==> src/rtl/arb_frame_loader.sv <==
// arb_frame_loader: packs a serial stream of (score, position) evaluations
// into N_SLOTS registered arbiter slots, pads unused slots with copies of
// slot 0, and holds the completed frame until the consumer acknowledges it.
module arb_frame_loader #(
    parameter int N_SLOTS = 64,
    parameter int SCORE_W = 6,
    parameter int POS_W   = 6
) (
    input  logic                       clk,
    input  logic                       rst,
    input  logic                       s_valid,
    output logic                       s_ready,
    input  logic [SCORE_W-1:0]         s_score,
    input  logic [POS_W-1:0]           s_pos,
    input  logic                       s_last,
    output logic [N_SLOTS*SCORE_W-1:0] slot_score,
    output logic [N_SLOTS*POS_W-1:0]   slot_pos,
    output logic                       frame_valid,
    input  logic                       frame_ack,
    output logic [6:0]                 frame_count,
    output logic                       frame_full
);

    localparam int IDX_W = $clog2(N_SLOTS);

    typedef enum logic [1:0] {
        ST_FILL = 2'd0,
        ST_PAD  = 2'd1,
        ST_HOLD = 2'd2
    } state_t;

    state_t               state_q, state_d;
    logic [IDX_W-1:0]     idx_q, idx_d;
    logic [IDX_W:0]       count_q, count_d;
    logic                 full_q, full_d;
    logic [SCORE_W-1:0]   slot_score_q [N_SLOTS];
    logic [SCORE_W-1:0]   slot_score_d [N_SLOTS];
    logic [POS_W-1:0]     slot_pos_q   [N_SLOTS];
    logic [POS_W-1:0]     slot_pos_d   [N_SLOTS];
    logic                 accept;

    // Handshake and frame status decode from registered state only; the
    // reset term keeps ready low while reset is being applied.
    assign s_ready     = (state_q == ST_FILL) && !rst;
    assign frame_valid = (state_q == ST_HOLD);
    assign frame_count = count_q;
    assign frame_full  = full_q;
    assign accept      = s_valid && s_ready;

    // Flatten slot registers onto the arbiter input buses.
    generate
        for (genvar gi = 0; gi < N_SLOTS; gi++) begin : g_slot_out
            assign slot_score[gi*SCORE_W +: SCORE_W] = slot_score_q[gi];
            assign slot_pos[gi*POS_W +: POS_W]       = slot_pos_q[gi];
        end
    endgenerate

    // Next-state logic: fill one slot per accepted entry, pad, then hold.
    always_comb begin
        state_d      = state_q;
        idx_d        = idx_q;
        count_d      = count_q;
        full_d       = full_q;
        slot_score_d = slot_score_q;
        slot_pos_d   = slot_pos_q;
        case (state_q)
            ST_FILL: begin
                if (accept) begin
                    slot_score_d[idx_q] = s_score;
                    slot_pos_d[idx_q]   = s_pos;
                    idx_d               = idx_q + IDX_W'(1);
                    count_d             = {1'b0, idx_q} + (IDX_W+1)'(1);
                    if (idx_q == IDX_W'(N_SLOTS-1)) begin
                        // Frame closed by capacity; flag it unless the
                        // producer also marked this entry as last.
                        state_d = ST_HOLD;
                        full_d  = !s_last;
                    end else if (s_last) begin
                        state_d = ST_PAD;
                    end
                end
            end
            ST_PAD: begin
                // Copies of slot 0 can only win a tie with slot 0's own
                // values, so the arbiter result is always a real entry.
                for (int j = 1; j < N_SLOTS; j++) begin
                    if (j >= int'(count_q)) begin
                        slot_score_d[j] = slot_score_q[0];
                        slot_pos_d[j]   = slot_pos_q[0];
                    end
                end
                state_d = ST_HOLD;
            end
            ST_HOLD: begin
                if (frame_ack) begin
                    state_d = ST_FILL;
                    idx_d   = '0;
                    full_d  = 1'b0;
                end
            end
            default: state_d = ST_FILL;
        endcase
    end

    // State and slot registers; reset discards any partial or held frame.
    always_ff @(posedge clk) begin
        if (rst) begin
            state_q <= ST_FILL;
            idx_q   <= '0;
            count_q <= '0;
            full_q  <= 1'b0;
            for (int k = 0; k < N_SLOTS; k++) begin
                slot_score_q[k] <= '0;
                slot_pos_q[k]   <= '0;
            end
        end else begin
            state_q      <= state_d;
            idx_q        <= idx_d;
            count_q      <= count_d;
            full_q       <= full_d;
            slot_score_q <= slot_score_d;
            slot_pos_q   <= slot_pos_d;
        end
    end

endmodule

==> config.mk <==
export PLATFORM = sky130hd
export DESIGN_NAME = arb_frame_loader
export DESIGN_NICKNAME = d
export VERILOG_FILES = /design/src/rtl/arb_frame_loader.sv
export SDC_FILE = /design/constraint.sdc
export NUM_CORES = 1
export LEC_CHECK = 0
export CORE_AREA = 2 2 312 314
export CTS_BUF_LIST = sky130_fd_sc_hd__clkbuf_8
export CTS_CLUSTER_DIAMETER = 120
export DETAILED_ROUTE_END_ITERATION = 10
export DIE_AREA = 0 0 314 316
export PLACE_DENSITY = 0.65
export SLEW_MARGIN = 20
export SYNTH_ARGS = -nofsm -noshare
export SYNTH_HDL_FRONTEND = slang
export SYNTH_SLANG_ARGS = --single-unit
==> constraint.sdc <==
create_clock -name clk -period 1.79 [get_ports clk]
set_input_delay 0.179 -clock clk [delete_from_list [all_inputs] [get_ports clk]]
set_output_delay 0.179 -clock clk [all_outputs]
set_load 0.02 [all_outputs]
==> metrics, run 1 <==
outcome finished, violations left; violations in the final reports negative setup slack; #FFs+latches synth between 700 and 800; R2R cell count 8; TritonCTS clock tree done; VDD IR-drop max ~0.00075 V; ratio of total power to cell area ~750 nW/um^2; count of final max-slew check failures 0; CTS Buf Count ~140; number of fillers in the final layout around 7700; setup violators final about 800; footprint of the multi-input gates 17600 um^2; CTS clk-pin slew, worst paths 0.07 ns; unrepaired setup endpoints after global routing true; DIE WIDTH around 310 um; first-pass GRT wire length about 210 mm; number of ports placed on the die boundary between 700 and 800; GR Util All Layers 0.286; CTS Buffer Depth 3; CTS Root Buffer Type sky130_fd_sc_hd__clkbuf_8; WHS Path Cells 3; deepest level of the CTS H-tree 4; detail-routed net length per standard cell 27.2 um; most common cell in the netlist sky130_fd_sc_hd__dfxtp_1; Routed WL around 160 mm; Least-Margin Pin Slew 0.880 ns; Placer Congestion between 0.8 and 0.9; library cell occupying the most area in the post-synthesis netlist sky130_fd_sc_hd__dfxtp_1; proportion of layout cells with a drive suffix above 1 0.307; Syn. warnings 0; total die area 99200 um^2; Static Leak 32.3 nW; router iterations before antenna repair 8; final std cell area, no fill 55800 um^2; worst setup path class flop to flop; Starting Density 0.339; shortest clock period the worst path allows after layout between 2 and 2.5 ns; final hold slack between 0.08 and 0.09 ns; net count of the mapped netlist between 3000 and 4000; number of antenna violations at the first check in global routing 4; via count of the first global-routing pass a little under 30000; Final #Nets between 4000 and 5000; remaining routing DRC violations 0; mean area per synthesized cell 10.1 um^2; Clock Latency Late Sink 0.86 ns; Mapped Cells between 3000 and 4000; HPWL reported at the end of detailed placement 96.1 mm; Worst Setup Start Kind flop; Final Hold Viols 0; share of flip-flops with an asynchronous set or reset after synthesis 0; total clock sinks around 800; post-route antenna net violation count 0; final critical-path share of the clock period 1.21; setup slack after placement -0.476 ns; number of maximum-capacitance constraint violations 0; IO Port Bufs between 700 and 800; core area ~96000 um^2; Netlist cell types 65; final clock skew approximately 0.064 ns; fraction of post-synthesis cell area in the top cell type by area 0.482; Chip Height around 320 um; vias after detailed routing around 31000; endpoint arrival time on the critical path ~2.9 ns; count of flip-flops with a built-in enable after synthesis 0; number of core rows 114; pin count of the biggest net entering global routing 146; Layout area overhead 71.5%; top flip-flop cell by instance count after synthesis sky130_fd_sc_hd__dfxtp_1; worst hold-check path type input pin to flop; max_slew headroom 0.414; total placed instance area between 40000 and 50000 um^2; mean number of vias per cell between 5 and 6; synth cell count leaders sky130_fd_sc_hd__dfxtp_1 (784), sky130_fd_sc_hd__nand2b_1 (526), sky130_fd_sc_hd__mux2i_1 (516); total congestion overflow 0; Post-Synthesis Cell Area about 33000 um^2; footprint of the flip-flops and latches 15700 um^2; element type at the critical path end flop; most area-consuming cells after synthesis sky130_fd_sc_hd__dfxtp_1 (48%), sky130_fd_sc_hd__mux2i_1 (16%), sky130_fd_sc_hd__nand2b_1 (10%), sky130_fd_sc_hd__a211oi_1 (5.1%), sky130_fd_sc_hd__clkbuf_1 (2.8%); worst setup margin -0.379 ns; max frequency about 460 MHz; count of routing violations after the opening detailed-route iteration 2612; critical path data required time 2.50 ns; maximum fanout count along the critical path 7; sequential-to-total area share from yosys stat 0.482
sequential cells by signal, summed over array words and instances, names as in the netlist:
signal and cells:
frame_count 7, slot_score 384, frame_full 1, idx_q 6
slot_pos 384, state_q 2
placed cells by master, fill, tap and decap left out, types with 27 or more instances in the layout:
cell type and n:
sky130_fd_sc_hd__a211o_1 29, sky130_fd_sc_hd__a211oi_1 35, sky130_fd_sc_hd__a211oi_2 174, sky130_fd_sc_hd__a21oi_1 80
sky130_fd_sc_hd__a21oi_2 53, sky130_fd_sc_hd__a311oi_1 85, sky130_fd_sc_hd__a31oi_1 33, sky130_fd_sc_hd__buf_12 169
sky130_fd_sc_hd__buf_16 42, sky130_fd_sc_hd__buf_4 270, sky130_fd_sc_hd__buf_6 80, sky130_fd_sc_hd__clkbuf_16 27
sky130_fd_sc_hd__clkbuf_8 179, sky130_fd_sc_hd__clkdlybuf4s15_1 67, sky130_fd_sc_hd__clkdlybuf4s15_2 92, sky130_fd_sc_hd__dfxtp_1 762
sky130_fd_sc_hd__dlygate4sd2_1 125, sky130_fd_sc_hd__dlymetal6s2s_1 475, sky130_fd_sc_hd__inv_1 155, sky130_fd_sc_hd__mux2i_1 514
sky130_fd_sc_hd__nand2_1 39, sky130_fd_sc_hd__nand2b_1 509, sky130_fd_sc_hd__nor2_1 29, sky130_fd_sc_hd__nor3_1 35
layer usage:
layer | GRT usage | vias up | wire (um)
met5 | 0 | - | 25
met4 | 0.130 | 4 | 8400
met3 | 0.0741 | 383 | 13000
met2 | 0.481 | 1549 | 75900
met1 | 0.344 | 15643 | 60700
li1 | - | 13896 | -
power breakdown:
group          internal (mW)  total [mW]  leakage [nW]  switching (mW)
Clock                   9.41        17.4          1.61            7.97
Combinational           2.75        6.21          24.3            3.46
Sequential              17.8        18.0          6.34           0.228
Total                   29.9        41.6          32.3            11.7
critical path, cell delays in order (launching register included):
cell                        delay, ns
sky130_fd_sc_hd__dfxtp_4         0.35
sky130_fd_sc_hd__or4b_4          0.61
sky130_fd_sc_hd__buf_12          0.17
sky130_fd_sc_hd__buf_16          0.14
sky130_fd_sc_hd__a22oi_4         0.17
sky130_fd_sc_hd__buf_12          0.15
sky130_fd_sc_hd__clkbuf_16       0.14
sky130_fd_sc_hd__a21oi_2         0.05
sky130_fd_sc_hd__a311oi_1        0.22
through the flow:
step	total power [mW]	std cells	TNS [ns]	utilization
CTS	41.0	5709	-209.76	0.537
detailed placement	23.1	5336	-210.36	0.478
global placement	23.1	5336	-199.75	0.478
global route	42.8	5816	-170.69	0.581
finish	41.6	5819	-147.60	0.581
floorplan	20.7	3236	-21.47	-
layout make-up:
| cell class | count | area share |
|---|---|---|
| antenna | 5 | 0.000224 |
| multi-input combinational | 1994 | 0.316 |
| tap | 1276 | 0.0286 |
| sequential | 784 | 0.282 |
| timing repair buffer | 1403 | 0.314 |
| clock inverter | 63 | 0.00704 |
| inverter | 115 | 0.00773 |
| clock buffer | 179 | 0.0441 |
timing repair:
action                                  CTS  global route
buffers inserted                         79            85
pin swaps                                63           119
resized for setup                       832           880
setup endpoints to repair              1553          1375
gates cloned                             49            34
hold buffers                              5             0
endpoints found under the hold margin    19             0
worst paths after layout:
| path | to | startpoint | slack, ns |
|---|---|---|---|
| max | slot_pos[163] | frame_count[6] | -0.38 |
| max reg2reg | slot_pos[163] | frame_count[6] | -0.38 |
| min reg2reg | slot_score[331] | slot_score[331] | 0.45 |
| min | slot_pos[4] | s_pos[4] | 0.09 |
cells by family (layout without fill, tap and decap cells):
family          count (synthesis)  in the layout  share of synthesized area
compound gates                664            670                      0.147
xor+xnor                        2              2                   0.000538
fa+ha+maj                       1              1                   0.000384
buf+inv                       464           1760                     0.0613
flops                         784            784                      0.482
mux                           516            516                      0.159
other cells                     0              5                          0
simple gates                  805            805                      0.150
No activity file was read; power rests on OpenSTA's default activity.
==> inputs of run 2 (changes only) <==
SLEW_MARGIN = 10   (was 20)
==> results of run 2 <==
Same layout as run 1: the final DEF is identical, and so are final timing and power.
